[src/rtl/network_batch_ctrl.sv]
// network_batch_ctrl: run sequencer for NUM_CH parallel Network channels.
// Launches every channel, waits for the rising edge of each done, captures
// each channel's out word, and repeats for RUNS runs. Each run is guarded by
// a cycle timeout.
// Optional macro NETWORK_BATCH_ACCUM_EN: accumulate out words over the batch
// instead of keeping the last run's value.
module network_batch_ctrl #(
    parameter int NUM_CH    = 1,
    parameter int DATA_W    = 32,
    parameter int RUNS      = 3,
    parameter int TIMEOUT_W = 16
) (
    input  logic                         clk,
    input  logic                         reset,
    input  logic                         go,
    input  logic                         abort,
    input  logic [TIMEOUT_W-1:0]         timeout_lim,
    output logic [NUM_CH-1:0]            net_start,
    input  logic [NUM_CH-1:0]            net_done,
    input  logic [NUM_CH*DATA_W-1:0]     net_out,
    output logic                         busy,
    output logic                         batch_done,
    output logic                         timeout_err,
    output logic [$clog2(RUNS+1)-1:0]    run_count,
    output logic [NUM_CH*DATA_W-1:0]     result,
    output logic                         result_valid
);

    localparam int CNT_W = $clog2(RUNS + 1);
    localparam logic [CNT_W-1:0] RUNS_C = CNT_W'(RUNS);

    typedef enum logic [2:0] {
        S_IDLE   = 3'd0,
        S_LAUNCH = 3'd1,
        S_WAIT   = 3'd2,
        S_GAP    = 3'd3,
        S_FINISH = 3'd4,
        S_ERROR  = 3'd5
    } state_t;

    state_t                    state_q, state_d;
    logic [NUM_CH-1:0]         done_q;
    logic [NUM_CH-1:0]         pend_q, pend_d;
    logic [TIMEOUT_W-1:0]      tcnt_q, tcnt_d;
    logic [NUM_CH-1:0]         net_start_q, net_start_d;
    logic                      busy_q, busy_d;
    logic                      batch_done_q, batch_done_d;
    logic                      timeout_err_q, timeout_err_d;
    logic [CNT_W-1:0]          run_count_q, run_count_d;
    logic [NUM_CH*DATA_W-1:0]  result_q, result_d;
    logic                      result_valid_q, result_valid_d;
    logic [NUM_CH-1:0]         ev_s;

    // Next-state and output computation; abort overrides everything else.
    always_comb begin
        ev_s           = net_done & ~done_q & pend_q;
        state_d        = state_q;
        pend_d         = pend_q;
        tcnt_d         = tcnt_q;
        batch_done_d   = 1'b0;
        timeout_err_d  = timeout_err_q;
        run_count_d    = run_count_q;
        result_d       = result_q;
        result_valid_d = result_valid_q;
        if (abort) begin
            state_d = S_IDLE;
        end else begin
            case (state_q)
                S_IDLE: begin
                    if (go) begin
                        state_d        = S_LAUNCH;
                        run_count_d    = '0;
                        timeout_err_d  = 1'b0;
                        result_valid_d = 1'b0;
`ifdef NETWORK_BATCH_ACCUM_EN
                        result_d       = '0;
`endif
                    end else begin
                        state_d = S_IDLE;
                    end
                end
                S_LAUNCH: begin
                    pend_d  = '1;
                    tcnt_d  = '0;
                    state_d = S_WAIT;
                end
                S_WAIT: begin
                    // Capture only channels whose done rose while still pending.
                    for (int c = 0; c < NUM_CH; c++) begin
                        if (ev_s[c]) begin
`ifdef NETWORK_BATCH_ACCUM_EN
                            result_d[c*DATA_W +: DATA_W] = result_q[c*DATA_W +: DATA_W]
                                                         + net_out[c*DATA_W +: DATA_W];
`else
                            result_d[c*DATA_W +: DATA_W] = net_out[c*DATA_W +: DATA_W];
`endif
                        end else begin
                            result_d[c*DATA_W +: DATA_W] = result_q[c*DATA_W +: DATA_W];
                        end
                    end
                    pend_d = pend_q & ~ev_s;
                    tcnt_d = tcnt_q + TIMEOUT_W'(1);
                    // Completion in the last allowed cycle wins over the timeout.
                    if (pend_d == '0) begin
                        state_d = S_GAP;
                    end else if ((timeout_lim != '0) &&
                                 (tcnt_q == timeout_lim - TIMEOUT_W'(1))) begin
                        state_d       = S_ERROR;
                        timeout_err_d = 1'b1;
                    end else begin
                        state_d = S_WAIT;
                    end
                end
                S_GAP: begin
                    if (run_count_q < RUNS_C) begin
                        run_count_d = run_count_q + CNT_W'(1);
                    end else begin
                        run_count_d = run_count_q;
                    end
                    // Flags are raised here so they are visible during FINISH.
                    if (run_count_q >= RUNS_C - CNT_W'(1)) begin
                        state_d        = S_FINISH;
                        batch_done_d   = 1'b1;
                        result_valid_d = 1'b1;
                    end else begin
                        state_d = S_LAUNCH;
                    end
                end
                S_FINISH: state_d = S_IDLE;
                S_ERROR:  state_d = S_IDLE;
                default:  state_d = S_IDLE;
            endcase
        end
        busy_d = (state_d != S_IDLE);
        if (state_d == S_WAIT) begin
            net_start_d = pend_d;
        end else begin
            net_start_d = '0;
        end
    end

    // State, edge-detect and registered output flops.
    always_ff @(posedge clk or negedge reset) begin
        if (!reset) begin
            state_q        <= S_IDLE;
            done_q         <= '0;
            pend_q         <= '0;
            tcnt_q         <= '0;
            net_start_q    <= '0;
            busy_q         <= 1'b0;
            batch_done_q   <= 1'b0;
            timeout_err_q  <= 1'b0;
            run_count_q    <= '0;
            result_q       <= '0;
            result_valid_q <= 1'b0;
        end else begin
            state_q        <= state_d;
            done_q         <= net_done;
            pend_q         <= pend_d;
            tcnt_q         <= tcnt_d;
            net_start_q    <= net_start_d;
            busy_q         <= busy_d;
            batch_done_q   <= batch_done_d;
            timeout_err_q  <= timeout_err_d;
            run_count_q    <= run_count_d;
            result_q       <= result_d;
            result_valid_q <= result_valid_d;
        end
    end

    assign net_start    = net_start_q;
    assign busy         = busy_q;
    assign batch_done   = batch_done_q;
    assign timeout_err  = timeout_err_q;
    assign run_count    = run_count_q;
    assign result       = result_q;
    assign result_valid = result_valid_q;

endmodule

[config.mk]
export PLATFORM = sky130hd
export DESIGN_NAME = network_batch_ctrl
export DESIGN_NICKNAME = d
export VERILOG_FILES = /design/src/rtl/network_batch_ctrl.sv
export SDC_FILE = /design/constraint.sdc
export NUM_CORES = 1
export LEC_CHECK = 0
export CAP_MARGIN = 20
export CORE_AREA = 4 4 86 88
export CTS_CLUSTER_SIZE = 40
export DETAILED_ROUTE_END_ITERATION = 10
export DIE_AREA = 0 0 90 92
export PLACE_DENSITY = 0.91
export SYNTH_ARGS = -nofsm -noshare
export SYNTH_HDL_FRONTEND = slang
export SYNTH_SLANG_ARGS = --single-unit
[constraint.sdc]
create_clock -name clk -period 2.45 [get_ports clk]
set_input_delay 0.245 -clock clk [delete_from_list [all_inputs] [get_ports clk]]
set_output_delay 0.245 -clock clk [all_outputs]
set_load 0.02 [all_outputs]
==> out/results.txt <==
leakage power total -> 1.98 nW
die width -> 90 microns
MaxCap Viol Count -> 0
Post-synth EDFFs -> 0
die extent in y -> 92 microns
Boundary Pins -> 92
first-pass iteration count of the detailed router -> 4
main area contributors after synthesis -> sky130_fd_sc_hd__dfrtp_1, sky130_fd_sc_hd__mux2_2, sky130_fd_sc_hd__xor2_1
IO buf count -> 91
Core Footprint -> 6640 sq um
#FFs+latches synth -> 60
total count of hold-check failures in the final report -> 0
number of warnings issued by yosys -> 0
number of levels in the clock H-tree -> 3
Netlist cell types -> 59
top cell type by total area after synthesis -> sky130_fd_sc_hd__dfrtp_1
CTS Buffer Depth -> 2
buffer and inverter count on the worst path -> 2
least setup slack across all paths after layout -> 200 ps
GR Overflow Total -> 0
number of vias after detailed routing -> 2642
first-pass GRT wire length -> 13300 microns
initial antenna violation count -> 0
detail-routed net length per standard cell -> 16.7 microns
Max-Slew Margin vs Limit -> 54.7%
num rows -> 30
global placement routability congestion -> 0.866
commonest cells after routing, fill and taps aside -> sky130_fd_sc_hd__clkdlybuf4s50_1, sky130_fd_sc_hd__dfrtp_1, sky130_fd_sc_hd__nor2_1
overall global routing resource usage -> 20.1%
antenna cell count -> 0
worst-case vdd ir drop -> 0.593 mV
crit-path leading delay family -> compound AO/OA/AOI/OAI gates
Skew-Pair Late Insertion Delay -> 330 ps
Seq/Total Area, Yosys -> 47.7%
mean instance size in the synthesized netlist -> 11.1 sq um
number of CTS-inserted buffers -> 9
critical path required time -> 2720 ps
Arrival @ worst endpoint -> 2520 ps
Synthesized Nets -> 342
ratio of final minimum period to clock period -> 91.8%
most common cell after layout, fill and taps aside -> sky130_fd_sc_hd__clkdlybuf4s50_1
Syn Inst Count -> 284
full die area -> 8280 sq um
DP Wirelength -> 6150 microns
Final Critical Period -> 2250 ps
CTS tree -> yes
Critical Setup Path Class -> in -> reg
area growth from synthesis to final layout -> 42.1%
post-synthesis async set-or-reset flop share -> 100%
upper clock frequency limit -> 0.444 GHz
fraction of final layout cells sized beyond drive strength 1 -> 16.9%
final number of max-transition violations -> 0
Cell Chain, Critical Path -> clkdlybuf4s50_1 -> inv_1 -> ha_1 -> nor3b_4 -> and3_1 -> nand3_1 -> a2111oi_2 -> o2111a_2 -> a22o_1
total power per unit cell area -> 737 nW/um^2
post-detailed-route via-to-cell ratio -> 5.48
type of the worst min-delay path -> in -> reg
vias in the first global route -> 2853
status -> finished clean
Starting Density -> 47.4%
mapped cell area -> 3150 sq um
slew at the pin closest to its max-slew limit -> 679 ps
top flip-flop cell by instance count after synthesis -> sky130_fd_sc_hd__dfrtp_1
final worst clock skew -> 5.30 ps
Iter 0 DRT Violations -> 126
crit start category -> primary input
final net count -> 457
element type at the critical path end -> register
crit path max fanout -> 7
crit-path max cell delay -> 470 ps
number of routed nets with antenna violations -> 0
drt drc -> 0
cell at the root of the clock tree -> sky130_fd_sc_hd__clkbuf_8
Synth top area share -> 47.7%
Worst path slowest cell -> sky130_fd_sc_hd__clkdlybuf4s50_1
CTS clk-pin slew, worst paths -> 60 ps
total power of the final layout -> 3.30 mW
post-detailed-routing wire length -> 8030 microns
largest net degree at the start of global routing -> 33
final setup vio count -> 0
pre-CTS WS -> -152 ps
sinks on the clock net -> 60
-- per-stage QoR --
| step | hold slack, ps | std cells | setup TNS (ps) | instance area (sq um) | util (%) |
|---|---|---|---|---|---|
| after global placement | 309 | 467 | -220 | 4280 | 64.4 |
| after CTS | 372 | 482 | 0 | 4470 | 67.2 |
| after global routing | 376 | 482 | -24.2 | 4470 | 67.3 |
| final | 386 | 482 | 0 | 4470 | 67.3 |
| after detailed placement | 318 | 467 | -669 | 4280 | 64.4 |
| after floorplan | -50.6 | 284 | 0 | 3150 | - |
-- repair_timing --
item / 4_1_cts / 5_1_grt
gates resized for setup: 0 / 1
hold endpoints to repair: 28 / 0
setup buffers: 0 / 0
hold buffers: 1 / 0
setup endpoints to repair: 0 / 4
-- metal layers --
metal | track usage, % | vias up | share of wire [%]
met1 | 21.4 | 1261 | 39
met3 | 10.1 | 15 | 12
met2 | 33.4 | 110 | 48
met4 | 9.06 | 0 | 1.6
met5 | 0 | - | 0
li1 | - | 1256 | -
-- power breakdown --
group / internal [mW] / total [mW] / switching [mW]
logic: 0.613 / 1.16 / 0.543
registers: 1.21 / 1.36 / 0.146
clock network: 0.435 / 0.784 / 0.349
total: 2.26 / 3.30 / 1.04
-- logic make-up (layout without fill, tap and decap cells) --
kind of cell	count (synthesis)	in the layout	synth area share [%]
fa+ha+maj	5	5	1.99
compound gates	39	39	9.15
flops	60	60	47.7
simple gates	105	105	19.2
xor+xnor	28	28	8.23
mux	33	33	11.8
buf+inv	14	132	1.95
-- final cells by class --
type,count,area (sq um)
inverter,5,18.8
sequential,60,1500
clock buffer,12,165
clock inverter,2,10.0
multi-input combinational,210,1590
timing repair buffer,113,1090
fill,480,2170
tap,80,100
-- state kept, by name (all words and copies together), names as in the netlist --
name	flops
pend_q	1
timeout_err	1
net_start	1
tcnt_q	16
result	32
done_q	1
state_q	3
run_count	2
result_valid	1
batch_done	1
busy	1
-- final timing paths --
| check | from | slack, ps | cells after the start | endpoint |
|---|---|---|---|---|
| max | timeout_lim[0] | 200 | 9 | state_q[0] |
| min | net_done | 390 | 1 | done_q |
| max reg2reg | state_q[1] | 450 | 6 | tcnt_q[14] |
| min reg2reg | result[19] | 500 | 1 | result[19] |
| max in group asynchronous | reset | 1360 | 3 | tcnt_q[2] |
| min in group asynchronous | reset | 490 | 2 | result[8] |
-- cells in the mapped netlist, types with 4 or more instances --
cell type                  number
sky130_fd_sc_hd__nand4_1        6
sky130_fd_sc_hd__nand2_1       14
sky130_fd_sc_hd__nand3_1       12
sky130_fd_sc_hd__and3_1         6
sky130_fd_sc_hd__o21ai_0        5
sky130_fd_sc_hd__ha_1           5
sky130_fd_sc_hd__xnor2_1       12
sky130_fd_sc_hd__nor3_1         5
sky130_fd_sc_hd__nor2_1        30
sky130_fd_sc_hd__buf_1          4
sky130_fd_sc_hd__mux2_2        21
sky130_fd_sc_hd__nand2b_1       7
sky130_fd_sc_hd__nor2b_1        5
sky130_fd_sc_hd__a21oi_1        6
sky130_fd_sc_hd__dfrtp_1       60
sky130_fd_sc_hd__xor2_1        15
sky130_fd_sc_hd__inv_1          5
sky130_fd_sc_hd__mux2_1        11
Note: power is estimated with default switching activity, not from simulation.
